### config.mk
export PLATFORM = sky130hd
export DESIGN_NAME = im_loader
export DESIGN_NICKNAME = d
export VERILOG_FILES = /design/src/rtl/im_loader.sv
export SDC_FILE = /design/constraint.sdc
export NUM_CORES = 1
export LEC_CHECK = 0
export CORE_MARGIN = 8
export CORE_UTILIZATION = 54
export CTS_CLUSTER_SIZE = 30
export DETAILED_ROUTE_END_ITERATION = 10
export PLACE_DENSITY_LB_ADDON = 0.25
export SYNTH_ARGS = -nofsm -noshare
export SYNTH_HDL_FRONTEND = slang
export SYNTH_SLANG_ARGS = --single-unit
### constraint.sdc
create_clock -name clk -period 3.3 [get_ports clk]
set_input_delay 0.495 -clock clk [delete_from_list [all_inputs] [get_ports clk]]
set_output_delay 0.495 -clock clk [all_outputs]
set_load 0.01 [all_outputs]
### src/rtl/im_loader.sv
// im_loader: packs a byte stream MSB-first into 32-bit words and writes them into instruction memory
module im_loader #(
  parameter logic [31:0] BASE_ADDR = 32'h0000_3000,
  parameter int unsigned MAX_WORDS = 4096
) (
  input  logic        clk,
  input  logic        reset,
  input  logic        start,
  input  logic [12:0] num_words,
  input  logic        byte_valid,
  input  logic [7:0]  byte_data,
  output logic        byte_ready,
  output logic        im_we,
  output logic [11:0] im_addr,
  output logic [31:0] im_wdata,
  output logic        cpu_hold,
  output logic        busy,
  output logic        done,
  output logic        err,
  output logic [31:0] checksum
);
  typedef enum logic [1:0] {IDLE, RECV, WRITE, DONE} state_t;
  localparam logic [11:0] BASE_WA = BASE_ADDR[13:2];
  state_t state, state_nx;
  logic [1:0]  byte_cnt;
  logic [12:0] word_cnt, total;
  logic [31:0] word;
  logic        accept, hs, last, bad;
  assign accept   = start & (state == IDLE | state == DONE);
  assign hs       = byte_valid & byte_ready;
  assign last     = word_cnt + 13'd1 == total;
  assign bad      = 32'(num_words) > MAX_WORDS;
  assign im_wdata = word;
  // next-state and handshake/status decode
  always_comb begin
    state_nx   = state;
    byte_ready = state == RECV;
    im_we      = state == WRITE;
    busy       = state == RECV | state == WRITE;
    cpu_hold   = state == RECV | state == WRITE;
    done       = state == DONE;
    case (state)
      IDLE, DONE: if (start) state_nx = (num_words == 13'd0 || bad) ? DONE : RECV;
      RECV:       if (hs && byte_cnt == 2'd3) state_nx = WRITE;
      WRITE:      state_nx = last ? DONE : RECV;
      default:    state_nx = IDLE;
    endcase
  end
  // state, byte packing, address/count/checksum bookkeeping
  always_ff @(posedge clk or negedge reset) begin
    if (!reset) begin
      state    <= IDLE;
      byte_cnt <= 2'd0;
      word_cnt <= 13'd0;
      total    <= 13'd0;
      word     <= 32'd0;
      im_addr  <= BASE_WA;
      checksum <= 32'd0;
      err      <= 1'b0;
    end else begin
      state <= state_nx;
      if (accept) begin
        total    <= num_words;
        err      <= bad;
        checksum <= 32'd0;
        word_cnt <= 13'd0;
        byte_cnt <= 2'd0;
        im_addr  <= BASE_WA;
      end
      if (hs) begin
        word     <= {word[23:0], byte_data};
        byte_cnt <= byte_cnt + 2'd1;
      end
      if (state == WRITE) begin
        checksum <= checksum + word;
        word_cnt <= word_cnt + 13'd1;
        if (!last) im_addr <= im_addr + 12'd1;
      end
    end
  end
endmodule

* Word-level counts from Yosys, hierarchy flattened
Cells that the tools add are included.
** Storage, ports and cells
- Bits in registers :: 107
- Bits in latches :: 0
- Memory bits (writable) :: 0
- Memory bits (read-only) :: 0
- Input bits :: 25
- Output and inout port bits :: 82
- Word-level logic and storage cells :: 46
- Memories :: 0
** Operators by class
- Add/subtract/negate cells :: 4
- Multipliers :: 0
- Divide/modulo/power cells :: 0
- Magnitude comparators :: 1
- Eq/ne operators :: 7
- Shift operators :: 0
- Mux-type cells :: 14
- Bitwise operators :: 4
- Reduce and logical (&&, ||, !) cells :: 8
** Operators by type and width (count)
- 32-bit two-way mux :: 2
- 12-bit two-way mux :: 3
- 32-bit adder :: 1
- 13-bit two-way mux :: 2
- 13-bit by 1-bit adder with 13-bit output, second input constant :: 1
- 13-bit equality test :: 1
- 13-bit > comparator, second input constant :: 1
- 13-bit zero test :: 1
- 12-bit by 1-bit adder with 12-bit output, second input constant :: 1
- 2-bit two-way mux :: 6
- 2-bit equality test, second input constant :: 3
- 2-bit case mux with 3 select lines :: 1
- 2-bit nonzero test :: 2
- 2-bit by 1-bit adder with 2-bit output, second input constant :: 1
- 1-bit AND :: 2
- 2-bit by 1-bit equality test with 1-bit output, second input constant :: 1
- 2-bit zero test :: 1
- 2-bit by 1-bit inequality test with 1-bit output, second input constant :: 1
- 2-bit inequality test, second input constant :: 1
- 1-bit bitwise OR :: 2
- 2-bit AND reduction :: 1
- 2-bit OR reduction :: 1
- 1-bit logical AND :: 1
- 1-bit logical OR :: 1

* Depth between registers and ports, before layout
- Word-level depth :: 6
- Gate-level depth with buffers :: 12
- Mapped depth without buffers :: 12

* Worst setup path before layout
Ideal clock, no wire load.
- Kind :: register to register
- From :: register word[0] (netlist: im_wdata[0])
- To :: register checksum[28]
- Setup time :: 0.127 ns
- Data arrival time :: 2.824 ns
- Data required time :: 3.173 ns
- Setup slack :: 0.348 ns
- Cell stages (with the launch flop) :: 12
- Path buffers :: 0
- Period minus slack after synthesis :: 2.952 ns
- Path through :: dfrtp_1 > ha_1 > inv_1 > fa_1 > nor2b_1 > o2111ai_1 > a2111oi_2 > a211oi_1 > a311oi_2 > a22oi_1 > and2_1 > mux2_1
** On the way
- Cells in the longest elaborated chain, start to end :: 2
** RTL lines
- start, declared :: line 27 : logic [31:0] word;
- start signal, assigned :: line 71 : word <= {word[23:0], byte_data};
- 32-bit adder :: line 75 : checksum <= checksum + word;
- 32-bit two-way mux :: line 74 : if (state == WRITE) begin
- end signal, assigned :: line 75
- end, declared :: line 20 : output logic [31:0] checksum
No other way between the ends.
A chain may end at the register's enable or synchronous reset.

* Final worst setup path
Same ends and word-level chain as after synthesis.

==> impl_metrics.tcl <==
set metrics [dict create \
    ys.flop_type "dfrtp_1" \
    grt-ovfl-total 0 \
    rows 39 \
    yosysWarnings 0 \
    power.leakage_nw 3.455 \
    crit_path_start_kind "flip-flop" \
    drt_first_pass_iters 7 \
    dpl_cell_area_sq_um 7538 \
    wl_met3_microns 830 \
    setup_violations 0 \
    worst_slew_pin_slew_ns 0.7861 \
    layout.nets 812 \
    route.antenna.remaining_nets 0 \
    intPower_mw 4.522 \
    path_class "flip-flop to flip-flop" \
    p_clk_frac 0.146 \
    synthCells 645 \
    met2_length_microns 7727 \
    p_sw_frac 0.4088 \
    diodes 0 \
    core_sq_um 11420 \
    synth_edf_count 0 \
    pre_cts_slack_ns 0.1047 \
    wl_per_cell_microns 17.76 \
    rrSetupSlack_ns 0.17 \
    peakVddDrop_v 0.0008908 \
    dp.final_hpwl_microns 11500 \
    grt_pass1_wl_microns 26080 \
    clock-sinks 107 \
    fp.dieW_microns 124.3 \
    gr-usage-all-layers 0.2006 \
    arrival_ns 3.38 \
    ff2ff_path_depth 11 \
    synth_cell_types 64 \
    die_h_microns 124.3 \
    synthesis.nets 709 \
    netSwitchingPower_mw 3.126 \
    seq_power_share 0.297 \
    min_period_over_period 0.9495 \
    syn_area_per_cell_sq_um 9.823 \
    maxSlewViolCount 0 \
    htree_levels 3 \
    crit_path_end_kind "flip-flop" \
    maxSlewHeadroom 0.4754 \
    highest_layer "met4" \
    io_buffers 106 \
    start_util 0.5549 \
    fin_ws_ns 0.1666 \
    clockBufferDepth 2 \
    root_buffer "clkbuf_16" \
    drv_cap 0 \
    drive_above_1_share 0.1318 \
    max_freq_mhz 319.1 \
    design.die.area_sq_um 15460 \
    fin_hold_ws_ns 0.1611 \
    cp-startpoint "im_wdata[0]" \
    share_comb_of_total_power 0.557 \
    p_per_area_nw_per_um2 971.4 \
    hp-class "primary input to asynchronous set/reset pin" \
    outcome "complete, no violations" \
    wirelength_microns 15880 \
    postCtsHoldBufs 0 \
    ios 107 \
    grt_max_degree 60 \
    final_cell_area_sq_um 7874 \
    syn_to_final_growth_pct 24.27 \
    worstPathMaxFanout 4 \
    clk_latency_ns 0.35 \
    hold_viol 0 \
    ys_seq_area_frac 0.4230 \
    drc_errors 0 \
    cts_tree "yes" \
    rsz0062_at_grt "yes" \
    globalplace.congestion 0.9241 \
    antenna_found_initial 0 \
    initialDrtViolationCount 383 \
    cts_resized 0 \
    grt_pass1_vias 5279 \
    numCtsBuffers 9 \
    ys_seq_elements 107 \
    ys_async_sr_fraction 1.000 \
    netlist_area_sq_um 6336 \
    finClkSkew_ns 0.005530 \
    postCtsSetupRepairBufs 0 \
    viasPerCell 5.871 \
    r2r_start "im_wdata[0]" \
    wl_met1_microns 7020 \
    required_ns 3.54 \
    period_needed_ns 3.133 \
    vias 5249 \
    mostFrequentLayoutCells "dfrtp_1, clkdlybuf4s50_1, nand2_1" \
    clk_pin_slew_ns 0.07 \
    fin_setup_tns_ns 0 \
]
## cell families after synthesis
group / after synthesis / synth area share
XOR/XNOR: 40 / 0.05529
AO/OA/AOI/OAI: 172 / 0.1754
AND/OR/NAND/NOR: 196 / 0.1507
multiplexers: 49 / 0.08630
buffers and inverters: 42 / 0.03120
flip-flops: 107 / 0.4230
adder cells (fa/ha/maj): 39 / 0.07820
## Yosys cell counts, types with 15 or more instances
master,n,area share
a21o_1,16,0.019
a21oi_1,28,0.022
clkbuf_1,15,0.0089
dfrtp_1,105,0.41
ha_1,38,0.075
inv_1,17,0.010
mux2_2,44,0.078
nand2_1,77,0.046
nand3_1,21,0.017
nor2_1,35,0.021
o21ai_0,61,0.048
xnor2_1,30,0.041
## metrics by stage
step           utilization  power [mW]  cells
3_5_place_dp        0.6602       6.494    880
4_1_cts             0.6863       7.662    894
6_report            0.6896       7.649    894
2_1_floorplan            -       4.974    645
5_1_grt             0.6896       8.191    894
3_3_place_gp        0.6602       6.356    880
## worst max-delay path: stages, from the launching register on
cell	delay, ns
dfrtp_1	0.39
ha_1	0.20
inv_1	0.06
fa_1	0.40
nor2b_1	0.22
o2111ai_2	0.19
a2111oi_4	0.39
a211oi_1	0.17
a311oi_2	0.32
a22oi_1	0.17
and2_1	0.21
mux2_1	0.30
## layout make-up
cell class / count / area (sq um)
flip-flops and latches: 107 / 2680
multi-input cells: 496 / 3500
well taps: 143 / 178.9
clock buffers: 11 / 232.7
repair buffers: 117 / 1154
clock inverters: 3 / 65.06
fillers: 890 / 3545
inverters: 17 / 63.81
## worst paths after layout
path,end
hold / removal,im_wdata[21]
setup / recovery,checksum[28]
setup reg to reg,checksum[28]
hold reg to reg,byte_cnt[0]
min in group clk,byte_cnt[0]
max in group asynchronous,im_addr[10]
## layer usage
metal | vias to the layer above | global-route usage
li1 | 2532 | -
met1 | 2556 | 0.2480
met2 | 138 | 0.3334
met3 | 23 | 0.04723
met4 | 0 | 0.07371
met5 | - | 0
## registers in the layout, indices dropped and copies added, names as in the netlist
name / cells
err: 1
total: 13
state: 2
im_wdata: 32
word_cnt: 13
im_addr: 12
byte_cnt: 2
checksum: 32
## power by group through the flow
stage	Clock, mW	Sequential [mW]	Combinational [mW]
CTS	1.14	2.27	4.25
global placement	0	2.27	4.09
floorplan	0	2.29	2.68
global route	1.19	2.34	4.66
finish	1.12	2.27	4.26
detailed placement	0	2.29	4.20
Power figures use the tool's default switching activity.
